File: src/rtl/rk2040_pkg.sv
// Shared constants and types for the RK2040 interrupt controller.
package rk2040_pkg;

    localparam int unsigned N_IRQ_DEF = 24;

    // Config register addresses
    localparam logic [1:0] CFG_EN   = 2'd0;
    localparam logic [1:0] CFG_RISE = 2'd1;
    localparam logic [1:0] CFG_FALL = 2'd2;
    localparam logic [1:0] CFG_PEND = 2'd3;

    typedef enum logic [1:0] {
        IDLE    = 2'd0,
        REQ     = 2'd1,
        SERVICE = 2'd2
    } irqState_t;

endpackage

File: src/rtl/rk_irq_controller_if.sv
// Pin, config and core-handshake bundle of the interrupt controller.
interface rk_irq_controller_if
    import rk2040_pkg::*;
#(
    parameter int unsigned N_IRQ = N_IRQ_DEF
);
    localparam int unsigned VW = $clog2(N_IRQ);

    logic [N_IRQ-1:0] pins;
    logic             cfg_we;
    logic [1:0]       cfg_addr;
    logic [N_IRQ-1:0] cfg_wdata;
    logic [N_IRQ-1:0] cfg_rdata;
    logic             gie;
    logic             irq_req;
    logic [VW-1:0]    irq_vector;
    logic             irq_ack;
    logic             irq_done;
    logic             irq_active;

    // Core / pad side
    modport master (
        output pins, cfg_we, cfg_addr, cfg_wdata, gie, irq_ack, irq_done,
        input  cfg_rdata, irq_req, irq_vector, irq_active
    );

    // Controller side
    modport slave (
        input  pins, cfg_we, cfg_addr, cfg_wdata, gie, irq_ack, irq_done,
        output cfg_rdata, irq_req, irq_vector, irq_active
    );

endinterface

File: src/rtl/rk_irq_sync_edge.sv
// One interrupt line: synchroniser chain, delay flop, rise/fall qualification.
module rk_irq_sync_edge #(
    parameter int unsigned SYNC_STAGES = 2
) (
    input  logic clk,
    input  logic rst,
    input  logic pin,
    input  logic riseSel,
    input  logic fallSel,
    output logic edgeHit_c
);

    logic [SYNC_STAGES-1:0] syncQ;
    logic                   prevQ;
    logic                   level;

    assign level = syncQ[SYNC_STAGES-1];

    // Synchronise the async pin and keep the previous synchronised level
    always_ff @(posedge clk) begin
        if (rst) begin
            syncQ <= '0;
            prevQ <= 1'b0;
        end else begin
            syncQ <= {syncQ[SYNC_STAGES-2:0], pin};
            prevQ <= level;
        end
    end

    assign edgeHit_c = (level & ~prevQ & riseSel) | (~level & prevQ & fallSel);

endmodule

File: src/rtl/rk_irq_controller.sv
// Edge-triggered interrupt controller: pending latch, priority encode, req/ack/done FSM.
module rk_irq_controller
    import rk2040_pkg::*;
#(
    parameter int unsigned N_IRQ       = N_IRQ_DEF,
    parameter int unsigned SYNC_STAGES = 2
) (
    input logic                clk,
    input logic                rst,
    rk_irq_controller_if.slave bus
);

    localparam int unsigned VW         = $clog2(N_IRQ);
    localparam int unsigned ARM_CYCLES = SYNC_STAGES + 1;
    localparam int unsigned AW         = $clog2(ARM_CYCLES + 1);

    logic [AW-1:0]    armCnt;
    logic             armed;
    logic [N_IRQ-1:0] edgeRaw;
    logic [N_IRQ-1:0] edgeHit;
    logic [N_IRQ-1:0] en;
    logic [N_IRQ-1:0] riseSel;
    logic [N_IRQ-1:0] fallSel;
    logic [N_IRQ-1:0] pend;
    logic [N_IRQ-1:0] pendNext;
    logic [N_IRQ-1:0] pendKeep;
    logic [N_IRQ-1:0] enNext;
    logic [N_IRQ-1:0] w1cClr;
    logic [N_IRQ-1:0] ackClr;
    logic [N_IRQ-1:0] reqMask;
    logic [VW-1:0]    winner;
    logic [VW-1:0]    vecQ;
    logic [VW-1:0]    vecNext;
    irqState_t        state;
    irqState_t        stateNext;
    logic             reqQ;
    logic             reqNext;
    logic             activeQ;
    logic             activeNext;
    logic             withdraw;

    // Mask edges until the sync chain and delay flop hold real pin levels
    always_ff @(posedge clk) begin
        if (rst) begin
            armCnt <= '0;
        end else if (armCnt != AW'(ARM_CYCLES)) begin
            armCnt <= armCnt + AW'(1);
        end
    end

    assign armed   = (armCnt == AW'(ARM_CYCLES));
    assign edgeHit = armed ? edgeRaw : '0;

    for (genvar g = 0; g < N_IRQ; g++) begin : gLine
        rk_irq_sync_edge #(.SYNC_STAGES(SYNC_STAGES)) uSync (
            .clk       (clk),
            .rst       (rst),
            .pin       (bus.pins[g]),
            .riseSel   (riseSel[g]),
            .fallSel   (fallSel[g]),
            .edgeHit_c (edgeRaw[g])
        );
    end

    // Pending update: edge-set beats ack-clear beats W1C-clear
    always_comb begin
        w1cClr   = (bus.cfg_we && bus.cfg_addr == CFG_PEND) ? bus.cfg_wdata : '0;
        enNext   = (bus.cfg_we && bus.cfg_addr == CFG_EN) ? bus.cfg_wdata : en;
        ackClr   = (state == REQ && bus.irq_ack) ? (N_IRQ'(1) << vecQ) : '0;
        pendKeep = (pend & ~w1cClr) | edgeHit;
        pendNext = (pend & ~w1cClr & ~ackClr) | edgeHit;
    end

    // Config and pending registers
    always_ff @(posedge clk) begin
        if (rst) begin
            en      <= '0;
            riseSel <= '0;
            fallSel <= '0;
            pend    <= '0;
        end else begin
            if (bus.cfg_we) begin
                case (bus.cfg_addr)
                    CFG_EN:   en      <= bus.cfg_wdata;
                    CFG_RISE: riseSel <= bus.cfg_wdata;
                    CFG_FALL: fallSel <= bus.cfg_wdata;
                    default:  ;
                endcase
            end
            pend <= pendNext;
        end
    end

    // Register readback
    always_comb begin
        case (bus.cfg_addr)
            CFG_EN:   bus.cfg_rdata = en;
            CFG_RISE: bus.cfg_rdata = riseSel;
            CFG_FALL: bus.cfg_rdata = fallSel;
            default:  bus.cfg_rdata = pend;
        endcase
    end

    // Lowest enabled pending index wins
    always_comb begin
        reqMask = pend & en;
        winner  = '0;
        for (int i = N_IRQ - 1; i >= 0; i--) begin
            if (reqMask[i]) winner = VW'(i);
        end
    end

    // Request is withdrawn if its line would stop being pending+enabled, or gie drops
    assign withdraw = !bus.gie || !(pendKeep[vecQ] && enNext[vecQ]);

    // FSM state and registered outputs
    always_ff @(posedge clk) begin
        if (rst) begin
            state   <= IDLE;
            reqQ    <= 1'b0;
            vecQ    <= '0;
            activeQ <= 1'b0;
        end else begin
            state   <= stateNext;
            reqQ    <= reqNext;
            vecQ    <= vecNext;
            activeQ <= activeNext;
        end
    end

    // FSM next-state and output decode
    always_comb begin
        stateNext  = state;
        reqNext    = reqQ;
        vecNext    = vecQ;
        activeNext = activeQ;
        case (state)
            IDLE: begin
                if (bus.gie && |reqMask) begin
                    stateNext = REQ;
                    reqNext   = 1'b1;
                    vecNext   = winner;
                end
            end
            REQ: begin
                if (bus.irq_ack) begin
                    stateNext  = SERVICE;
                    reqNext    = 1'b0;
                    activeNext = 1'b1;
                end else if (withdraw) begin
                    stateNext = IDLE;
                    reqNext   = 1'b0;
                end
            end
            SERVICE: begin
                if (bus.irq_done) begin
                    stateNext  = IDLE;
                    activeNext = 1'b0;
                end
            end
            default: begin
                stateNext  = IDLE;
                reqNext    = 1'b0;
                activeNext = 1'b0;
            end
        endcase
    end

    assign bus.irq_req    = reqQ;
    assign bus.irq_vector = vecQ;
    assign bus.irq_active = activeQ;

endmodule

File: src/flat_wrapper.sv
// flat-port wrapper written by rule: the top's interface ports become plain ports
module rk_irq_controller_flat import rk2040_pkg::*;
#(
    parameter int unsigned N_IRQ       = N_IRQ_DEF,
    parameter int unsigned SYNC_STAGES = 2
)
  (clk, rst, bus_pins, bus_cfg_we, bus_cfg_addr, bus_cfg_wdata, bus_gie, bus_irq_ack, bus_irq_done, bus_cfg_rdata, bus_irq_req, bus_irq_vector, bus_irq_active);
  rk_irq_controller_if #(.N_IRQ(N_IRQ)) bus_i ();
  input logic clk;
  input logic rst;
  input wire logic [$bits(bus_i.pins)-1:0] bus_pins;
  input wire logic [$bits(bus_i.cfg_we)-1:0] bus_cfg_we;
  input wire logic [$bits(bus_i.cfg_addr)-1:0] bus_cfg_addr;
  input wire logic [$bits(bus_i.cfg_wdata)-1:0] bus_cfg_wdata;
  input wire logic [$bits(bus_i.gie)-1:0] bus_gie;
  input wire logic [$bits(bus_i.irq_ack)-1:0] bus_irq_ack;
  input wire logic [$bits(bus_i.irq_done)-1:0] bus_irq_done;
  output wire logic [$bits(bus_i.cfg_rdata)-1:0] bus_cfg_rdata;
  output wire logic [$bits(bus_i.irq_req)-1:0] bus_irq_req;
  output wire logic [$bits(bus_i.irq_vector)-1:0] bus_irq_vector;
  output wire logic [$bits(bus_i.irq_active)-1:0] bus_irq_active;
  assign bus_i.pins = bus_pins;
  assign bus_i.cfg_we = bus_cfg_we;
  assign bus_i.cfg_addr = bus_cfg_addr;
  assign bus_i.cfg_wdata = bus_cfg_wdata;
  assign bus_i.gie = bus_gie;
  assign bus_i.irq_ack = bus_irq_ack;
  assign bus_i.irq_done = bus_irq_done;
  assign bus_cfg_rdata = bus_i.cfg_rdata;
  assign bus_irq_req = bus_i.irq_req;
  assign bus_irq_vector = bus_i.irq_vector;
  assign bus_irq_active = bus_i.irq_active;
  rk_irq_controller #(.N_IRQ(N_IRQ), .SYNC_STAGES(SYNC_STAGES)) u_core (.clk(clk), .rst(rst), .bus(bus_i));
endmodule
File: config.mk
export PLATFORM = sky130hd
export DESIGN_NAME = rk_irq_controller_flat
export DESIGN_NICKNAME = d
export VERILOG_FILES = /design/src/rtl/rk2040_pkg.sv /design/src/rtl/rk_irq_controller_if.sv /design/src/rtl/rk_irq_sync_edge.sv /design/src/rtl/rk_irq_controller.sv /design/src/flat_wrapper.sv
export SDC_FILE = /design/constraint.sdc
export NUM_CORES = 1
export LEC_CHECK = 0
export ABC_AREA = 1
export CAP_MARGIN = 20
export CORE_MARGIN = 3
export CORE_UTILIZATION = 34
export DETAILED_ROUTE_END_ITERATION = 6
export PLACE_DENSITY_LB_ADDON = 0.12
export REMOVE_ABC_BUFFERS = 1
export SYNTH_ARGS = -nofsm -noshare
export SYNTH_HDL_FRONTEND = slang
export SYNTH_SLANG_ARGS = --single-unit
File: constraint.sdc
create_clock -name clk -period 2.66 [get_ports clk]
set_clock_uncertainty 0.2 [all_clocks]
set_input_delay 0.266 -clock clk [delete_from_list [all_inputs] [get_ports clk]]
set_output_delay 0.266 -clock clk [all_outputs]
set_load 0.03 [all_outputs]
* Word level (Yosys, flattened, before mapping)
Index checks and enable logic that the tools add are counted.
Widths: inputs -> output; s select.
** Word-level totals
- Register bits :: 179
- Bits in latches :: 0
- Memory bits (writable) :: 0
- Bits in read-only memories :: 0
- Input port bits :: 56
- Output and inout bits :: 31
- Logic and storage cells :: 311
- Memories :: 0
** Operators by class
- Add/sub/neg operators :: 1
- Multiply operators :: 0
- Divide/modulo/power cells :: 0
- Magnitude comparators :: 1
- Eq/ne operators :: 11
- Shift-type cells :: 1
- Muxes and demuxes :: 45
- Bitwise operators :: 177
- Reductions and logical operators :: 18
** Operators with widths (count)
- $mux 5 :: 24
- $and 1x1->1 :: 96
- $mux 24 :: 4
- $and 24x24->24 :: 3
- $pmux 24 s3 :: 1
- $not 1->1 :: 50
- $not 24->24 :: 2
- $or 24x24->24 :: 2
- $or 1x1->1 :: 24
- $reduce_or 24->1 :: 1
- $shl 1x5->24 const A :: 1
- $bmux 1 s5 :: 2
- $reduce_and 3->1 :: 3
- $eq 2x2->1 const B :: 4
- $mux 2 :: 4
- $reduce_and 2->1 :: 4
- $mux 1 :: 7
- $lt 5x6->1 const B :: 1
- $ne 2x2->1 const B :: 3
- $pmux 1 s3 :: 2
- $pmux 2 s3 :: 1
- $logic_and 1x1->1 :: 5
- $eq 2x1->1 const B :: 2
- $logic_not 2->1 :: 2
- 5 further kinds :: 6

* Logic depth before layout (Yosys ltp)
- Depth after elaboration :: 25
- Depth in mapped cells :: 26
- Mapped depth without buffers :: 26

* Hierarchy
Synthesis repeated with hierarchy kept, for this count alone.
** Unflattened totals
- Cells, all modules :: 1127
- Area total of the unflattened synthesis :: 7886.3 µm²
** Modules (own cells, without submodules)
- rk_irq_controller :: times used 1, cells each 815, area each 5484.0 µm², seq. area each 2142.1 µm²
- rk_irq_sync_edge :: times used 24, cells each 13, area each 100.1 µm², seq. area each 60.1 µm²

* Worst setup path before layout
Ideal clock, no wire load.
- Path type :: register -> register
- Start :: register u_core.vecQ[0] (netlist: u_core.bus.irq_vector[0])
- End :: register u_core.reqQ (netlist: u_core.bus.irq_req)
- Setup time :: 0.131 ns
- Arrival :: 1.885 ns
- Required time :: 2.329 ns
- Path slack :: 0.444 ns
- Cell stages (with the launch flop) :: 11
- Path buffers :: 1
- Period minus slack after synthesis :: 2.216 ns
- Path through :: dfxtp_1 -> inv_1 -> nor2_1 -> clkbuf_1 -> nand2_1 -> o211ai_1 -> o21ai_0 -> o2111ai_2 -> o21ai_2 -> o21ai_2 -> a21oi_2
** Between the ends
- Word-level cells in the longest chain between the ends :: 7
- Elaborated cells between the ends (all ways) :: 9
- Classes of those cells :: 1 x eq/ne; 4 x mux; 4 x reduce/logical
** RTL lines
- start: declaration :: line rk_irq_controller.sv:32 : logic [VW-1:0] vecQ;
- start signal: assignment :: line rk_irq_controller.sv:126 : vecQ <= vecNext;
- $bmux 1 s5 :: line rk_irq_controller.sv:114 : assign withdraw = !bus.gie || !(pendKeep[vecQ] && enNext[vecQ]);
- $mux 1 (not written as such) :: line rk_irq_controller.sv:114
- $logic_and 1x1->1 * :: line rk_irq_controller.sv:114
- $logic_not 1->1 * :: line rk_irq_controller.sv:114
- $logic_or 1x1->1 * :: line rk_irq_controller.sv:114
- $ne 3x2->1 (no source line) *
- $reduce_and 3->1 (no source line) *
- end signal: assignment :: line rk_irq_controller.sv:125 : reqQ <= reqNext;
- end: declaration :: line rk_irq_controller.sv:36 : logic reqQ;
Every way passes the cells marked *; elsewhere a longest branch is shown, timed or not. The select of a mux whose other input is x is not followed.
A chain may end at the register's enable or synchronous reset.

* Worst setup path after layout
- Start :: input port bus_cfg_addr[0]
- End :: output port bus_cfg_rdata[0]
** Between the ends
- Word-level cells in the longest chain between the ends :: 2
- Elaborated cells between the ends (all ways) :: 4
- Classes of those cells :: 2 x eq/ne; 1 x mux; 1 x reduce/logical
** RTL lines
- start: declaration :: line flat_wrapper.sv:13 : input wire logic [$bits(bus_i.cfg_addr)-1:0] bus_cfg_addr;
- $eq 2x2->1 (tied with other cells) :: line rk_irq_controller.sv:96 : case (bus.cfg_addr)
- $pmux 24 s3 * :: line rk_irq_controller.sv:96
- end: declaration :: line flat_wrapper.sv:18 : output wire logic [$bits(bus_i.cfg_rdata)-1:0] bus_cfg_rdata;
Every way passes the cells marked *; elsewhere a longest branch is shown, timed or not.

==> flow_metrics.env <==
export IMPL_max_freq_ghz=0.4027
export IMPL_n_fill_cell=2294
export IMPL_synth_top_area_share=0.4587
export IMPL_cp_required_ps=2190
export IMPL_r2r_cells=13
export IMPL_place_port_buffers=86
export IMPL_hpwl_um=16800
export IMPL_gp_congestion=0.9062
export IMPL_clkPwrFrac=0.424
export IMPL_power_switching_uw=1533
export IMPL_nets=1259
export IMPL_clockBufferDepth=2
export IMPL_clk_pin_slew_ps=70
export IMPL_placed_cell_area_mm2=0.009331
export IMPL_rsz0062_at_grt="no"
export IMPL_yosys_top_cells_count="nand2_1 (209), dfxtp_1 (179), inv_1 (172)"
export IMPL_r2r_start="u_core.armCnt[0]"
export IMPL_die_h_um=157.6
export IMPL_cts_max_level=4
export IMPL_timing_rr_end="u_core.bus.irq_req"
export IMPL_synth_most_common_cell="nand2_1"
export IMPL_syn_inst=1107
export IMPL_die_w_um=157.6
export IMPL_p_comb_frac=0.097
export IMPL_fin_cells=1495
export IMPL_internal_power_uw=4347
export IMPL_relSlewSlack=0.5165
export IMPL_peakVddDrop_v=0.0003247
export IMPL_cp_arrival_ps=2020
export IMPL_regArea_mm2=0.003583
export IMPL_hold_path_class="in2reg"
export IMPL_wire_per_inst_um=15.78
export IMPL_grt_overflow=0
export IMPL_slew_violations=0
export IMPL_yosysWarnings=0
export IMPL_cp_max_fo=8
export IMPL_synth_seq_cells=179
export IMPL_hold_viol_final=0
export IMPL_vias=7347
export IMPL_min_path_cells=3
export IMPL_ys_flop_type="dfxtp_1"
export IMPL_cts_tree="done"
export IMPL_ios=87
export IMPL_tightest_slew_ps=724.5
export IMPL_cts_setup_buffers=0
export IMPL_fin_crit_sh=0.9336
export IMPL_synth_area_per_cell_um2=7.057
export IMPL_drtIter0Drc=542
export IMPL_powerDensity_mw_per_mm2=594.0
export IMPL_drc=0
export IMPL_worst_slack_ps=176.7
export IMPL_grt_pass1_vias=6926
export IMPL_areaGrowthSynthToFinish_pct=26.71
export IMPL_via_per_inst=4.914
export IMPL_maxCapViolCount=0
export IMPL_cts_resized=0
export IMPL_rows=54
export IMPL_p_total_uw=5881
export IMPL_synth_seq_area_share=0.4587
export IMPL_insertedDiodeCount=0
export IMPL_crit_path_end_kind="primary output"
export IMPL_drive_gt1_frac=0.08807
export IMPL_core_mm2=0.02223
export IMPL_critPathKind="in2out"
export IMPL_clock_sinks=179
export IMPL_clk_latency_ps=440
export IMPL_swShare=0.2608
export IMPL_track_usage=0.1929
export IMPL_cts_root_buf="clkbuf_16"
export IMPL_grt_max_degree=143
export IMPL_yosysUniqueCellTypes=44
export IMPL_synth_edff_count=0
export IMPL_cts_buffers=17
export IMPL_power_frac_seq=0.479
export IMPL_final_antenna_net_count=0
export IMPL_yosysTopAreaCell="dfxtp_1"
export IMPL_worstHoldEndpoint="u_core.gLine[9].uSync.syncQ[0]"
export IMPL_synth_area_mm2=0.007812
export IMPL_grt_pass1_wl_um=37280
export IMPL_async_flop_share=0
export IMPL_ff2ff_setup_slack_ps=270
export IMPL_layout_min_cycle_time_ps=2483
export IMPL_final_area_mm2=0.009899
export IMPL_place_ws_ps=-81.10
export IMPL_utilization=0.4453
export IMPL_wirelength_um=23590
export IMPL_die_area_mm2=0.02483
export IMPL_multi_input_area_mm2=0.003347
export IMPL_setup_viol=0
export IMPL_worstSetupStartpointType="input pin"
export IMPL_status="finished, final reports clean"
export IMPL_dr_pass1_iters=7
export IMPL_p_leak_uw=0.004047
export IMPL_placed_cells=1463
export IMPL_holdCritStartpoint="bus_pins[9]"
export IMPL_synth_area_leaders="dfxtp_1 (46%), nand2_1 (10%), inv_1 (8.3%), a21oi_1 (7.2%), nor2_1 (7.1%)"
export IMPL_ctsHoldBuffers=0
export IMPL_start_util=0.3515
export IMPL_antenna_found_initial=0
layer usage:
metal	global-route usage	share of wire	up-vias
met5	0	0	-
met1	0.2690	0.48	3374
met4	0.04876	0.013	0
met3	0.03527	0.047	22
met2	0.3103	0.46	181
li1	-	-	3770
per-stage QoR:
stage	hold slack, ps	setup TNS (ps)
detailed placement	195.3	-81.10
global placement	189.3	-16.95
CTS	112.3	0
finish	132.2	0
global route	132.4	0
floorplan	128.4	-2237
critical path, cell delays in order:
cell and delay [ps]:
clkdlybuf4s50_1 500, buf_4 190, nor2_2 110, clkinv_1 150, buf_4 210, o22ai_1 140, a21oi_1 50, o21ai_0 200
buf_12 180
power by group through the flow:
stage / clock (uW) / sequential (uW) / combinational [uW]
after floorplan: 0 / 2870 / 246
after global placement: 0 / 2880 / 569
after detailed placement: 0 / 2880 / 572
after CTS: 2560 / 2820 / 574
after global routing: 2650 / 2830 / 632
final: 2490 / 2820 / 569
flip-flops by register name, summed over array words and instances, names as in the netlist:
register and count:
u_core.armCnt 2, u_core.bus.irq_active 1, u_core.bus.irq_req 1, u_core.bus.irq_vector 5, u_core.en 24, u_core.fallSel 24, u_core.gLine.uSync.prevQ 24, u_core.gLine.uSync.syncQ 48
u_core.pend 24, u_core.riseSel 24, u_core.state 2
cell usage in the layout, fill, tap and decap left out, types with 7 or more instances in the layout:
| cell | instances |
|---|---|
| nand2_1 | 209 |
| o22ai_1 | 10 |
| buf_12 | 24 |
| o2111ai_1 | 10 |
| o31ai_1 | 21 |
| o21bai_1 | 7 |
| o21ai_0 | 79 |
| nand3_1 | 49 |
| a21oi_1 | 112 |
| clkbuf_16 | 17 |
| buf_4 | 39 |
| clkdlybuf4s50_1 | 61 |
| dfxtp_1 | 179 |
| inv_1 | 172 |
| o21ai_1 | 12 |
| nor2_1 | 146 |
cell type report:
| cell class | instances | area share |
|---|---|---|
| Tap cell | 280 | 0.03539 |
| Clock inverter | 12 | 0.01226 |
| Multi-Input combinational cell | 703 | 0.3381 |
| Clock buffer | 20 | 0.04512 |
| Inverter | 177 | 0.06737 |
| Sequential cell | 179 | 0.3620 |
| Timing Repair Buffer | 124 | 0.1398 |
logic make-up after synthesis:
family,after synthesis,share of synthesized area
AND/OR/NAND/NOR,419,0.2146
multiplexers,1,0.001281
flip-flops,179,0.4587
adder cells (fa/ha/maj),1,0.001601
buffers and inverters,225,0.1132
AO/OA/AOI/OAI,282,0.2106
worst max-delay path by stage:
| stage | from | endpoint | slack [ps] | depth (start not counted) |
|---|---|---|---|---|
| global route | bus_cfg_addr[1] | bus_cfg_rdata[13] | 40 | 9 |
| floorplan | bus_cfg_addr[1] | bus_cfg_rdata[0] | -170 | 6 |
| global placement | bus_cfg_addr[0] | u_core.bus.irq_req | -20 | 14 |
| detailed placement | bus_cfg_addr[0] | u_core.bus.irq_req | -80 | 13 |
| finish | bus_cfg_addr[0] | bus_cfg_rdata[0] | 180 | 9 |
| CTS | bus_cfg_addr[0] | bus_cfg_rdata[0] | 140 | 9 |
Note: power is estimated with default switching activity, not from simulation.
